[src/rtl/uart_tx.sv]
// uart_tx: 8N1/8N2 serial transmitter with a one-entry holding register.
// Ports: clk, rst (async, active high), data/valid/ready byte handshake,
//        tx serial line (idle high), busy while framing, done end-of-frame pulse.
// Optional: define UART_TX_PARITY_EN to insert an even-parity bit after DATA.
module uart_tx #(
    parameter int CLKS_PER_BIT = 104,
    parameter int STOP_BITS    = 1
) (
    input  logic       clk,
    input  logic       rst,
    input  logic [7:0] data,
    input  logic       valid,
    output logic       ready,
    output logic       tx,
    output logic       busy,
    output logic       done
);

    localparam int CW = (CLKS_PER_BIT > 1) ? $clog2(CLKS_PER_BIT) : 1;

    typedef enum logic [2:0] {
        IDLE   = 3'd0,
        START  = 3'd1,
        DATA   = 3'd2,
`ifdef UART_TX_PARITY_EN
        PARITY = 3'd3,
`endif
        STOP   = 3'd4
    } state_t;

`ifdef UART_TX_PARITY_EN
    localparam state_t AFTER_DATA = PARITY;
`else
    localparam state_t AFTER_DATA = STOP;
`endif

    state_t        state;
    state_t        state_next;
    logic [CW-1:0] cnt;
    logic [CW-1:0] cnt_next;
    logic [2:0]    idx;
    logic [2:0]    idx_next;
    logic          stop_idx;
    logic          stop_next;
    logic          tx_next;
    logic          done_next;
    logic          load;
    logic          hold_full;
    logic [7:0]    hold_data;
    logic [7:0]    frame;
    logic          bit_end;
    logic          stop_last;

    assign ready     = ~hold_full;
    assign busy      = (state != IDLE);
    assign bit_end   = (cnt == CW'(CLKS_PER_BIT - 1));
    assign stop_last = (stop_idx == 1'(STOP_BITS - 1));

    always_ff @(posedge clk or posedge rst) begin
        if (rst) begin
            state    <= IDLE;
            cnt      <= '0;
            idx      <= '0;
            stop_idx <= 1'b0;
            tx       <= 1'b1;
            done     <= 1'b0;
        end else begin
            state    <= state_next;
            cnt      <= cnt_next;
            idx      <= idx_next;
            stop_idx <= stop_next;
            tx       <= tx_next;
            done     <= done_next;
        end
    end

    // Holding register: accept only when empty; emptied when the FSM
    // copies it into the frame register. The two never coincide since
    // load requires a full register and accept an empty one.
    always_ff @(posedge clk or posedge rst) begin
        if (rst) begin
            hold_full <= 1'b0;
            hold_data <= '0;
            frame     <= '0;
        end else begin
            if (valid && ready) begin
                hold_full <= 1'b1;
                hold_data <= data;
            end else if (load) begin
                hold_full <= 1'b0;
            end
            if (load) begin
                frame <= hold_data;
            end
        end
    end

    always_comb begin
        state_next = state;
        cnt_next   = cnt + CW'(1);
        idx_next   = idx;
        stop_next  = stop_idx;
        load       = 1'b0;
        done_next  = 1'b0;
        tx_next    = 1'b1;

        unique case (state)
            IDLE: begin
                cnt_next = '0;
                if (hold_full) begin
                    state_next = START;
                    load       = 1'b1;
                end
            end
            START: begin
                if (bit_end) state_next = DATA;
            end
            DATA: begin
                if (bit_end) begin
                    if (idx == 3'd7) state_next = AFTER_DATA;
                    else             idx_next   = idx + 3'd1;
                end
            end
`ifdef UART_TX_PARITY_EN
            PARITY: begin
                if (bit_end) state_next = STOP;
            end
`endif
            STOP: begin
                if (bit_end) begin
                    if (stop_last) begin
                        done_next = 1'b1;
                        // A queued byte chains straight into the next
                        // start bit with no idle cycle.
                        if (hold_full) begin
                            state_next = START;
                            load       = 1'b1;
                        end else begin
                            state_next = IDLE;
                        end
                    end else begin
                        stop_next = stop_idx + 1'b1;
                    end
                end
            end
            default: state_next = IDLE;
        endcase

        // Bit timer restarts on every bit boundary and every state entry.
        if (bit_end || state_next != state) cnt_next = '0;
        if (state_next != state) begin
            idx_next  = '0;
            stop_next = 1'b0;
        end

        // tx is registered, so it is driven from the upcoming state.
        unique case (state_next)
            IDLE:    tx_next = 1'b1;
            START:   tx_next = 1'b0;
            DATA:    tx_next = frame[idx_next];
`ifdef UART_TX_PARITY_EN
            PARITY:  tx_next = ^frame;
`endif
            STOP:    tx_next = 1'b1;
            default: tx_next = 1'b1;
        endcase
    end

endmodule

[config.mk]
export PLATFORM = sky130hd
export DESIGN_NAME = uart_tx
export DESIGN_NICKNAME = d
export VERILOG_FILES = /design/src/rtl/uart_tx.sv
export SDC_FILE = /design/constraint.sdc
export NUM_CORES = 1
export LEC_CHECK = 0
export ABC_AREA = 0
export CAP_MARGIN = 10
export CORE_MARGIN = 2
export CORE_UTILIZATION = 63
export CTS_BUF_LIST = sky130_fd_sc_hd__clkbuf_2 sky130_fd_sc_hd__clkbuf_4 sky130_fd_sc_hd__clkbuf_8
export CTS_CLUSTER_DIAMETER = 30
export DETAILED_ROUTE_END_ITERATION = 7
export PLACE_DENSITY = 0.88
export SYNTH_ARGS = -nofsm -noshare
export SYNTH_HDL_FRONTEND = slang
export SYNTH_SLANG_ARGS = --single-unit
export TNS_END_PERCENT = 1
[constraint.sdc]
create_clock -name clk -period 7.1 [get_ports clk]
set_clock_uncertainty 0.1 [all_clocks]
set_input_delay 1.065 -clock clk [delete_from_list [all_inputs] [get_ports clk]]
set_output_delay 1.065 -clock clk [all_outputs]
set_load 0.03 [all_outputs]
# Word level (Yosys, flattened, before mapping)
# Cells that the tools add are included.
# word_totals
output_inout_bits	4
elab_cells	60
reg_bits	33
# op_classes
n_bitwise	1
order_cmp	1
muxes	30
add_sub_neg	3
n_reduce_logical	8
n_eq_ne	8
# op_table
operator	count
$mux W3	10
$mux W1	14
$mux W7	2
$pmux W3 S4	1
$add A7 B1 Y7 const B	1
$eq A7 B7 Y1 const B	1
$eq A3 B1 Y1 const B	2
$eq A3 B2 Y1 const B	2
$eq A3 B3 Y1 const B	2
$reduce_bool A2 Y1	3
$lt A3 B4 Y1 const B	1
$pmux W1 S2	2
$add A3 B1 Y3 const B	1
$bmux W1 S3	1
$logic_not A3 Y1	1
$ne A3 B3 Y1	1
$reduce_bool A3 Y1	1
$reduce_and A2 Y1	1
$add A1 B1 Y1 const B	1
$logic_and A1 B1 Y1	1
$logic_or A1 B1 Y1	1
$not A1 Y1	1

# Depth between registers and ports, before layout
# depth
depth_word	9
depth_mapped	8
mapped_depth_nobuf	7

# Least setup slack after synthesis
# Ideal clock, no wire load.
# synth_path
kind	register -> register
from	reg cnt[0]
to	reg cnt[3]
setup_ns	0.069
path_stages_with_launch	9
path_slack_ns	4.856
t_arrival_ns	2.075
synth_period_minus_slack_ns	2.244
t_required_ns	6.931
cell_sequence	dfrtp_1 > ha_1 > and3_1 > and2_4 > a311o_1 > and2_4 > or3_1 > buf_6 > nor2_2
# synth_between
elab_chain_len	6
elab_cells_between_ends	10
classes_between	add/sub: 1; eq/ne: 2; mux: 6; reduce/logical: 1
# synth_lines
item	line_no	text
start, declared	39	logic [CW-1:0] cnt;
start signal, assigned	69	cnt <= cnt_next;
$eq A7 B7 Y1	56	assign bit_end = (cnt == CW'(CLKS_PER_BIT - 1));
$mux W3, on equally long branches	130, 116, 119	
$pmux W3 S4	107	unique case (state)
$ne A3 B3 Y1	150	if (bit_end || state_next != state) cnt_next = '0;
$logic_or A1 B1 Y1	150	
$mux W7 (*)	150	
net cnt_next[3]	40	logic [CW-1:0] cnt_next;
# Mark *: on every way through the listed nets, which the timed path passes. The rest lies on a longest branch.
# A chain may end at the register's enable or synchronous reset.

# Final worst setup path
# layout_path
from	reg state[2]
to	out busy
# layout_between
elab_chain_len	1
# layout_lines
item	line_no	text
start, declared	37	state_t state;
start signal, assigned	68	state <= state_next;
$reduce_bool A3 Y1	55	assign busy = (state != IDLE);
end, declared	15	output logic busy,
# No other way between the ends.

==> summary.txt <==
Worst setup timing slack at the placement stage = 4.310 ns
Total detailed-routing wirelength = 3137 um
XOR/XNOR Fraction of Synth Area = 2.696%
Mux cell area share after synthesis = 11.09%
Most used flip-flop cell after synthesis = dfrtp_1
Synth Net Count = 158
Register clock-pin slew on the reported worst setup and hold paths = 0.11 ns
Inserted Clock Buffers = 5
Least setup slack across all paths after layout = 3.961 ns
DRC violations left = 0
Port buffer count = 14
Required time at the endpoint of the critical path = 5.93 ns
Top cells by area in the synthesized netlist = dfrtp_1 48%, mux2_2 11%, nor2_2 2.3%
Cell type with the largest total area after synthesis = dfrtp_1
Placed wire-length estimate after detailed placement = 2199 um
Clock latency of the later-clocked register in the worst-skew pair = 0.33 ns
Sequential share of the synthesized area = 49.38%
Setup crit start kind = register
Final instance area = 1852 um2
Signed area change from the synthesized netlist to the final layout = 14.02%
Placeable Area = 2455 um2
Synthesized area divided by synthesized cell count = 11.20 um2
Pleak = 0.0007857 uW
Setup CP Type = reg -> out
Min Hold Slack = 0.3825 ns
Cell at the root of the clock tree = clkbuf_4
Post-synthesis simple-gate area fraction = 17.87%
Fin. max-slew vios = 0
Final setup violation count = 0
Sinks on the clock net = 32
Pin count of the biggest net entering global routing = 33
Horiz. Die Dim = 54.77 um
Count of flip-flops with a built-in enable after synthesis = 0
Combinational family with the most area after synthesis = simple AND/OR/NAND/NOR gates
Die Y = 54.77 um
Worst hold-check path type = reg -> reg
Initial Utilization = 66.16%
Achievable frequency = 318.6 MHz
Fill count = 171
Worst Setup End Kind = output pin
Final antenna diode count = 0
Post-Synth Adder-Cell Area = 1.541%
Worst-Margin Slew = 0.7694 ns
Overall die area = 3000 um2
Post-route non-filler standard cell count = 193
Post-synthesis compound-gate area fraction = 13.25%
Critical path data arrival time = 1.97 ns
Via count of the first global-routing pass = 1147
First-pass GRT wire length = 5347 um
Via density = 6.202
Maximum ir drop on the vdd rail = 0.2360 mV
Number of primary I/O pins = 15
Buffers inserted by post-CTS timing repair = 0
Clock tree from TritonCTS = done
CTS max path bufs = 2
Biggest fanout along the worst timing path = 6
Headroom to the max-slew limit = 48.60%
Routability congestion estimate = 0.9232
Final hold viol count = 0
Share of layout cells above drive strength 1 = 26.38%
Number of distinct library cell variants in the gate-level netlist after synthesis = 44
Power per cell area = 272.9 nW/um2
Initial antenna violation count = 0
Number of placed instances, taps included = 185
Grt ovf = 0
Wire length per cell after detailed routing = 16.25 um
Max Cap Violations = 0
Total number of nets in the final design = 175
Initial DRC count = 52
Global-route total usage across every layer = 26.18%
Share of the synthesized area in the top cell type = 47.77%
Unrepaired setup endpoints after global routing = no
Status = finished clean
Yosys Warn Count = 0
Number of buffers added to fix hold violations after cts = 0
Total standard cell area after synthesis = 1624 um2
Site Rows = 18
Final total negative setup slack = 0 ns
H-tree depth = 2
Share of async-settable or async-resettable flops after synthesis = 100.0%
Post-route ant nets = 0
Number of detailed-routing iterations run before antenna repair = 4
Post-layout minimum cycle time = 3.139 ns
Instance area at placement = 1772 um2
Routed vias = 1197
Post-route clock period utilization = 44.21%
Mapped Cells = 145
Synthesized flop and latch total = 32
Post_cts resized = 0
==> layer usage <==
layer	track usage, %	vias up	wire, um
met5	0	-	0
met4	9.167	0	31
met3	7.923	6	221
met2	41.27	49	1535
met1	34.05	585	1348
li1	-	557	-
==> metrics by stage <==
| step | power (uW) | util [%] |
|---|---|---|
| after floorplan | 339.6 | - |
| after global placement | 356.6 | 72.17 |
| after detailed placement | 371.5 | 72.17 |
| after CTS | 508.3 | 75.43 |
| after global routing | 536.1 | 75.43 |
| final | 505.4 | 75.43 |
==> registers in the layout, indices dropped and copies added, names as in the netlist <==
| name | flops |
|---|---|
| state | 3 |
| frame | 8 |
| cnt | 7 |
| done | 1 |
| hold_data | 8 |
| tx | 1 |
| hold_full | 1 |
| idx | 3 |
==> Yosys cell counts, types with 2 or more instances <==
| cell type | number |
|---|---|
| o2111ai_1 | 2 |
| a311o_1 | 2 |
| a21o_2 | 2 |
| o21a_1 | 2 |
| nand2b_1 | 2 |
| ha_1 | 2 |
| mux2_2 | 16 |
| xor2_1 | 3 |
| a21oi_1 | 4 |
| dfrtp_1 | 31 |
| and3_1 | 2 |
| a21boi_0 | 2 |
| nand3_1 | 7 |
| clkbuf_1 | 2 |
| inv_1 | 8 |
| or3_1 | 2 |
| o21ai_0 | 5 |
| buf_6 | 2 |
| nor2_2 | 6 |
| nand4b_1 | 2 |
| xnor2_1 | 2 |
| nor2_1 | 7 |
| nand2_1 | 9 |
| nor2b_1 | 2 |
| and2_4 | 2 |
==> worst max-delay path, stage by stage, from the launching register on <==
cell and delay [ns]:
dfrtp_1 0.45, or2_2 0.34, nor2_1 0.20, inv_1 0.06, clkdlybuf4s50_1 0.59
==> worst paths after layout <==
kind,depth (start not counted),slack [ns],endpoint,from
worst max-delay path,4,3.96,busy,state[2]
worst min-delay path,1,0.38,cnt[0],cnt[0]
worst max register to register,6,4.53,cnt[3],idx[0]
worst min register to register,1,0.38,cnt[0],cnt[0]
max in group asynchronous,3,5.59,tx,rst
min in group asynchronous,3,1.00,cnt[6],rst
==> logic make-up (layout without fill, tap and decap cells) <==
kind of cell	after synthesis	count (layout)
AOI/OAI and AO/OA	28	28
xor gates and xnor gates	5	5
adders and majority gates	2	2
buffers and inverters	13	31
DFF	32	32
muxes	16	16
and+or+nand+nor	49	49
==> report_power, final <==
| part | internal, uW | switching [uW] |
|---|---|---|
| Combinational | 58.5 | 53.0 |
| Clock | 73.4 | 64.2 |
| Sequential | 221 | 35.0 |
==> area by class of cell <==
class / instances / area [um2] / share of cell area (%)
multi-input combinational: 100 / 754.5 / 40.74
timing repair buffer: 15 / 147.6 / 7.973
inverter: 8 / 30.03 / 1.622
clock inverter: 3 / 42.54 / 2.297
clock buffer: 5 / 37.54 / 2.027
sequential: 32 / 802.0 / 43.31
tap: 30 / 37.54 / 2.027
==> cell usage in the layout (no fill, tap or decap), types with 3 or more instances in the layout <==
cell	netlist	final
a21oi_1	4	4
clkbuf_4	0	5
clkdlybuf4s50_1	0	14
dfrtp_1	31	31
inv_1	8	8
mux2_2	16	16
nand2_1	9	9
nand3_1	7	7
nor2_1	7	7
nor2_2	6	6
o21ai_0	5	5
xor2_1	3	3
Power figures use the tool's default switching activity.
